**config.mk**
```make
export PLATFORM = sky130hd
export DESIGN_NAME = idma_init_pattern_sub
export DESIGN_NICKNAME = d
export VERILOG_FILES = /design/src/rtl/idma_init_pattern_sub.sv
export SDC_FILE = /design/constraint.sdc
export NUM_CORES = 1
export LEC_CHECK = 0
export CAP_MARGIN = 10
export CORE_UTILIZATION = 37
export DETAILED_ROUTE_END_ITERATION = 7
export GPL_TIMING_DRIVEN = 0
export HOLD_SLACK_MARGIN = 0.15
export PLACE_DENSITY = 0.67
export SLEW_MARGIN = 10
export SYNTH_ARGS = -nofsm -noshare
export SYNTH_HDL_FRONTEND = slang
export SYNTH_SLANG_ARGS = --single-unit
export TNS_END_PERCENT = 30
```
**constraint.sdc**
```tcl
create_clock -name clk_i -period 2.4 [get_ports clk_i]
set_input_delay 0.24 -clock clk_i [delete_from_list [all_inputs] [get_ports clk_i]]
set_output_delay 0.24 -clock clk_i [all_outputs]
set_load 0.02 [all_outputs]
```
**src/rtl/idma_init_pattern_sub.sv**
```systemverilog
// Responder end of the iDMA INIT protocol: each accepted request yields one generated
// data word (zero, constant byte, counter or LFSR), queued in order in a small response FIFO.
module idma_init_pattern_sub #(
    parameter int unsigned DataWidth = 32'd64,
    parameter int unsigned CfgWidth  = 32'd32,
    parameter int unsigned IdWidth   = 32'd4,
    parameter int unsigned RspDepth  = 32'd2
) (
    input  logic                 clk_i,
    input  logic                 rst_ni,
    input  logic                 req_valid_i,
    output logic                 req_ready_o,
    input  logic [CfgWidth-1:0]  req_cfg_i,
    input  logic [IdWidth-1:0]   req_id_i,
    output logic                 rsp_valid_o,
    input  logic                 rsp_ready_i,
    output logic [DataWidth-1:0] rsp_init_o,
    output logic [IdWidth-1:0]   rsp_id_o,
    output logic                 busy_o
);

    localparam int unsigned Lanes = DataWidth / 32;
    localparam int unsigned PtrW  = (RspDepth > 32'd1) ? $clog2(RspDepth) : 32'd1;
    localparam int unsigned CntW  = $clog2(RspDepth + 32'd1);

    localparam logic [1:0]  ModeZero  = 2'b00;
    localparam logic [1:0]  ModeConst = 2'b01;
    localparam logic [1:0]  ModeCount = 2'b10;
    localparam logic [1:0]  ModeLfsr  = 2'b11;
    localparam logic [31:0] LfsrTaps  = 32'h8020_0003;

    // Galois right-shift LFSR step; a nonzero state never maps to zero.
    function automatic logic [31:0] lfsr_step(input logic [31:0] s);
        logic [31:0] x;
        x = s >> 1;
        if (s[0]) begin
            x = x ^ LfsrTaps;
        end else begin
            x = x;
        end
        return x;
    endfunction

    function automatic logic [PtrW-1:0] ptr_next(input logic [PtrW-1:0] p);
        logic [PtrW-1:0] n;
        if (p == PtrW'(RspDepth - 32'd1)) begin
            n = '0;
        end else begin
            n = p + PtrW'(1);
        end
        return n;
    endfunction

    logic [31:0]          cnt_r;
    logic [31:0]          lfsr_r;
    logic [DataWidth-1:0] data_mem_r [RspDepth];
    logic [IdWidth-1:0]   id_mem_r   [RspDepth];
    logic [PtrW-1:0]      wr_ptr_r;
    logic [PtrW-1:0]      rd_ptr_r;
    logic [CntW-1:0]      count_r;

    logic                 full_s;
    logic                 empty_s;
    logic                 accept_s;
    logic                 retire_s;
    logic [1:0]           mode_s;
    logic                 seed_en_s;
    logic [7:0]           fill_s;
    logic [31:0]          seed_s;
    logic [31:0]          cnt_base_s;
    logic [31:0]          lfsr_base_s;
    logic [DataWidth-1:0] gen_data_s;
    logic                 unused_cfg_s;

    assign full_s      = (count_r == CntW'(RspDepth));
    assign empty_s     = (count_r == CntW'(0));
    assign req_ready_o = ~full_s;
    assign accept_s    = req_valid_i & ~full_s;
    assign retire_s    = ~empty_s & rsp_ready_i;
    assign rsp_valid_o = ~empty_s;
    assign busy_o      = ~empty_s;

    assign mode_s       = req_cfg_i[1:0];
    assign seed_en_s    = req_cfg_i[2];
    assign fill_s       = req_cfg_i[15:8];
    assign seed_s       = {16'h0000, req_cfg_i[31:16]};
    assign unused_cfg_s = ^req_cfg_i;

    // Per-mode base values; an explicit seed of zero would lock the LFSR, so it becomes 1.
    always_comb begin
        cnt_base_s  = cnt_r;
        lfsr_base_s = lfsr_r;
        if (seed_en_s) begin
            cnt_base_s  = seed_s;
            lfsr_base_s = (seed_s == 32'h0) ? 32'h0000_0001 : seed_s;
        end else begin
            cnt_base_s  = cnt_r;
            lfsr_base_s = lfsr_r;
        end
    end

    // Response word generation for the request currently presented.
    always_comb begin
        gen_data_s = '0;
        case (mode_s)
            ModeZero: begin
                gen_data_s = '0;
            end
            ModeConst: begin
                gen_data_s = {(DataWidth / 8){fill_s}};
            end
            ModeCount: begin
                for (int k = 0; k < int'(Lanes); k++) begin
                    gen_data_s[32*k +: 32] = cnt_base_s + 32'(k);
                end
            end
            ModeLfsr: begin
                for (int k = 0; k < int'(Lanes); k++) begin
                    gen_data_s[32*k +: 32] = lfsr_base_s;
                end
            end
            default: begin
                gen_data_s = '0;
            end
        endcase
    end

    // Pattern state advances only on an accepted request of its own mode.
    always_ff @(posedge clk_i or negedge rst_ni) begin
        if (!rst_ni) begin
            cnt_r  <= 32'h0000_0000;
            lfsr_r <= 32'h0000_0001;
        end else if (accept_s && (mode_s == ModeCount)) begin
            cnt_r  <= cnt_base_s + 32'(Lanes);
        end else if (accept_s && (mode_s == ModeLfsr)) begin
            lfsr_r <= lfsr_step(lfsr_base_s);
        end
    end

    // Response FIFO storage and pointers; simultaneous accept and retire keep the count.
    always_ff @(posedge clk_i or negedge rst_ni) begin
        if (!rst_ni) begin
            for (int i = 0; i < int'(RspDepth); i++) begin
                data_mem_r[i] <= '0;
                id_mem_r[i]   <= '0;
            end
            wr_ptr_r <= '0;
            rd_ptr_r <= '0;
            count_r  <= '0;
        end else begin
            if (accept_s) begin
                data_mem_r[wr_ptr_r] <= gen_data_s;
                id_mem_r[wr_ptr_r]   <= req_id_i;
                wr_ptr_r             <= ptr_next(wr_ptr_r);
            end
            if (retire_s) begin
                rd_ptr_r <= ptr_next(rd_ptr_r);
            end
            case ({accept_s, retire_s})
                2'b10:   count_r <= count_r + CntW'(1);
                2'b01:   count_r <= count_r - CntW'(1);
                default: count_r <= count_r;
            endcase
        end
    end

    // Head of queue drives the response; zeroed while nothing is queued.
    always_comb begin
        rsp_init_o = '0;
        rsp_id_o   = '0;
        if (empty_s) begin
            rsp_init_o = '0;
            rsp_id_o   = '0;
        end else begin
            rsp_init_o = data_mem_r[rd_ptr_r];
            rsp_id_o   = id_mem_r[rd_ptr_r];
        end
    end

endmodule
```
After elaboration in Yosys (flattened, before gate mapping)
Index checks and enable logic that the tools add are counted.
W data, S select, Z words.

cells by class
  $add $sub $neg = 6
  $lt $le $gt $ge = 3
  equal/unequal tests = 6
  muxes and demuxes = 22
  bitwise logic cells = 8
  reduce and logical (&&, ||, !) cells = 8

operators by type and width
  cell                     count
  $mux W64                 5
  $pmux W64 S4             1
  $bwmux W128              1
  $mux W32                 3
  $demux W64 S1            1
  $add A32 B1 Y32 const B  1
  $add A32 B2 Y32 const B  1
  $logic_not A32 Y1        1
  $mux W4                  5
  $mux W16                 1
  $bwmux W8                1
  $eq A2 B2 Y1 const B     4
  $demux W4 S1             1
  $eq A2 B1 Y1 const B     2
  $ge A2 B2 Y1 const B     2
  $logic_not A2 Y1         2
  $not A1 Y2               2
  $not A3 Y4               1
  $pmux W2 S2              1
  $logic_and A1 B1 Y1      3
  $not A1 Y1               3
  $add A1 B1 Y1 const B    2
  $add A2 B1 Y2 const B    1
  $and A1 B1 Y1            2
  other kinds (5)          6

word-level totals
  register bits = 204
  output and inout port bits = 71
  logic and storage cells = 62

Longest topological paths before layout
  depth after elaboration = 6
  depth in mapped cells = 13

Worst setup path after synthesis
OpenSTA, ideal clock, no wires.

  path type = in2reg
  from = input req_cfg_i[2]
  to = register data_mem_r[127] in the netlist's numbering
  data arrival time = 2981 ps
  data required time = 2274 ps
  slack = -707 ps
  stages on the path = 13
  cell sequence = buf_6 > buf_6 > buf_6 > clkbuf_1 > buf_2 > mux2_2 > ha_1 > nand4_1 > a221oi_4 > nand3_2 > nor4_2 > xnor2_1 > a221o_1

on the way
  word-level cells in the longest chain between the ends = 4
  elaborated cells on any way between the ends = 5

ends and longest elaborated chain
  what                             line  RTL
  from (decl)                      13    input logic [CfgWidth-1:0] req_cfg_i,
  $mux W32                         93    if (seed_en_s) begin
  $add A32 B1 Y32                  114   gen_data_s[32*k +: 32] = cnt_base_s + 32'(k);
  $pmux W64 S4 *                   105   case (mode_s)
  $bwmux W128 *                    152   data_mem_r[wr_ptr_r] <= gen_data_s;
  to (signal, indexed assignment)  152
  to (decl)                        56    logic [DataWidth-1:0] data_mem_r [RspDepth];

Mark *: on every way between the ends. The rest lies on a longest branch, timed or not.
A chain may end at the register's enable or synchronous reset.

Worst setup path in the final report
  from = input req_cfg_i[2]
  to = register data_mem_r[55] in the netlist's numbering

Same word-level chain as after synthesis.

==> results by group <==
Synth
  • Post-synthesis cell type count: 66
  • Area share of the largest cell type after synthesis: 0.433
  • Syn Std Cell Area: 11700 um2
  • Post-synth ARST share: 1.00
  • Register area share after synthesis: 0.435
  • Syn Area/Cell: 8.67 um2
  • #FFs+latches synth: 204
  • Cells after synthesis: 1355
  • Yosys synthesis warning count: 0
  • Yosys top cell by area: dfrtp_1
  • Post-synth top cells: nand2_1, dfrtp_1, nor2_1
  • Number of synthesized flops with an enable pin: 0
  • Prevailing post-synth register cell: dfrtp_1
  • Top cells by area, synth: dfrtp_1, mux2i_1, nand2_1
  • Synth Net Count: 1398
  • Most common cell in the netlist: nand2_1

Clock network
  • H-tree depth: 1
  • Max clock buf depth: 3
  • Worst skew pair latency: 540 ps
  • Clock transition at the registers of the reported paths: 60 ps
  • Num CTS Buffers: 24
  • Root buf cell: clkbuf_16
  • CTS sink count: 204
  • CTS tree: done

Layout
  • Antenna Cells: 0
  • Layout cell share with drive strength beyond 1: 0.126
  • Final non-filler cell area: 14700 um2
  • Nets: 1546
  • Layout overhead on the synthesized area: 25.2%

GRT
  • Pin count of the biggest net entering global routing: 108
  • GRT Overall Usage: 0.265
  • Initial antenna violation count: 0
  • First-pass GRT wire length: 66.1 mm
  • GRT overflow: 0
  • Vias in the first global route: 10700

Critical path
  • Most Frequent Cell on Critical Path: buf_6
  • Critical path arrival: 2910 ps
  • CP max stage cell: a221oi_4
  • CP max stage delay: 460 ps
  • Critical-path cell list: buf_8 -> buf_6 -> buf_6 -> clkbuf_16 -> mux2_4 -> ha_4 -> nand4b_2 -> a221oi_4 -> nand4_1 -> xnor2_2 -> nor2_2 -> o31ai_2
  • Crit-path max FO: 19
  • Required time worst endpoint: 2840 ps
  • CP Capture Type: register
  • Setup Crit Path Kind: input port to register
  • Crit path launch type: input port

Detailed routing
  • WL per Instance: 22.7 um
  • Vias post-DR: 11200
  • Initial DRC count: 1380
  • DRC: 0
  • Final antenna-violating net count: 0
  • WL final: 43.4 mm
  • Pre-antenna DRT Iters: 6
  • Via density: 5.86

Placement
  • Gpl congestion: 0.972
  • Placement Cell Area: 13300 um2
  • Port bufs: 101
  • DP HPWL: 32.8 mm

Floorplan
  • Core area: 30900 um2
  • Die footprint: 32400 um2
  • # rows: 64
  • Starting density of the core: 0.380
  • Die width: 180 um
  • Total I/O pin count: 111
  • Die H: 180 um

Pwr
  • Pwr dens: 1190 nW/um2
  • Static Leakage: 6.56 nW
  • VDD IR max: 0.000530 V

STA
  • Final worst slack: -74.5 ps
  • Worst slew margin: 0.415
  • Pins Over Slew Limit: 0
  • Final setup fails: 8
  • Final hold vios: 0
  • Setup TNS: -285 ps
  • Worst Tran Pin Value: 871 ps
  • Post-Route Skew: 13.6 ps
  • RSZ-0062 raised after global routing: yes
  • Tcrit/Tclk final: 1.03
  • Min Tclk post-route: 2470 ps
  • Hold slack: 232 ps
  • Max frequency: 0.404 GHz

Run status
  • Failing checks: negative setup slack
  • Status: finished, violations left

Job
  • Max cap viols: 0

Worst hold path
  • Min-delay worst type: input port to register
metrics by stage:
stage	total power, mW	cells	util	worst slack (ps)
6_report	17.4	1915	0.475	-74.5
5_1_grt	18.4	1915	0.475	-132
4_1_cts	17.3	1903	0.467	-31.6
3_5_place_dp	13.2	1853	0.431	-1120
3_3_place_gp	13.0	1852	0.430	-7490
2_1_floorplan	10.1	1355	-	-224
per-layer routing:
layer  track usage  wire length (um)  vias up
met5             0                 0        -
met4        0.0968              1700        0
met3        0.0424              3800      116
met2         0.419             19600      595
met1         0.367             18400     5467
li1              -                 -     5037
report_power, final:
group / switching (mW) / internal, mW / leakage (nW)
registers: 0.949 / 4.79 / 2.62
clock network: 1.51 / 2.46 / 0.414
logic: 4.56 / 3.18 / 3.52
total: 7.02 / 10.4 / 6.56
path summary, 6_finish.rpt:
kind | startpoint | endpoint | slack (ps) | depth (start not counted)
max in group asynchronous | rst_ni | rd_ptr_r | 1090 | 3
min in group asynchronous | rst_ni | data_mem_r[67] | 310 | 2
worst min register to register | data_mem_r[46] | data_mem_r[46] | 480 | 2
worst min-delay path | req_cfg_i[2] | cnt_r[2] | 230 | 6
worst max-delay path | req_cfg_i[2] | data_mem_r[55] | -70 | 12
worst max register to register | cnt_r[2] | data_mem_r[55] | -60 | 9
critical path, delay by kind of cell:
family | cells | cell delay [ps]
AO/OA/AOI/OAI | 2 | 720
buffers and inverters | 4 | 610
AND/OR/NAND/NOR | 3 | 600
multiplexers | 1 | 260
XOR/XNOR | 1 | 300
adder cells (fa/ha/maj) | 1 | 170
timing repair:
| item | in CTS | in global routing |
|---|---|---|
| endpoints found under the setup margin | 167 | 153 |
| buffers inserted | 9 | 12 |
| hold buffers | 1 | 0 |
| endpoints found under the hold margin | 96 | 0 |
| pin swaps | 5 | 15 |
| gates resized for setup | 91 | 61 |
layout by cell type, fill, tap and decap left out, types with 10 or more instances in the layout:
cell	n
a21o_1	12
a21oi_1	66
a221o_1	11
a22oi_1	16
buf_4	22
clkbuf_1	45
clkbuf_16	25
clkbuf_2	21
clkdlybuf4s50_1	75
dfrtp_1	202
dlygate4sd2_1	21
inv_1	19
mux2_2	27
mux2i_1	89
nand2_1	244
nand2b_1	19
nand3_1	24
nand4_1	17
nor2_1	138
nor2b_1	22
nor3_1	10
o21ai_0	137
xnor2_1	25
xor2_1	13
sequential cells by signal, indices dropped and copies added (netlist names):
| name | cells |
|---|---|
| id_mem_r | 8 |
| data_mem_r | 128 |
| lfsr_r | 32 |
| count_r | 2 |
| rd_ptr_r | 1 |
| wr_ptr_r | 1 |
| cnt_r | 32 |
layout make-up:
class / count / area [um2]
sequential: 204 / 5110
clock inverter: 12 / 201
buffer: 95 / 544
fill: 3007 / 16200
timing repair buffer: 124 / 1190
clock buffer: 30 / 653
multi-input combinational: 1033 / 6420
inverter: 21 / 78.8
tap: 396 / 495
logic make-up after synthesis:
group	after synthesis	synth area share
DFF	204	0.435
muxes	127	0.111
buffers and inverters	118	0.0412
adders and majority gates	3	0.00320
xor gates and xnor gates	44	0.0328
AOI/OAI and AO/OA	322	0.168
and+or+nand+nor	537	0.208
Note: power is estimated with default switching activity, not from simulation.
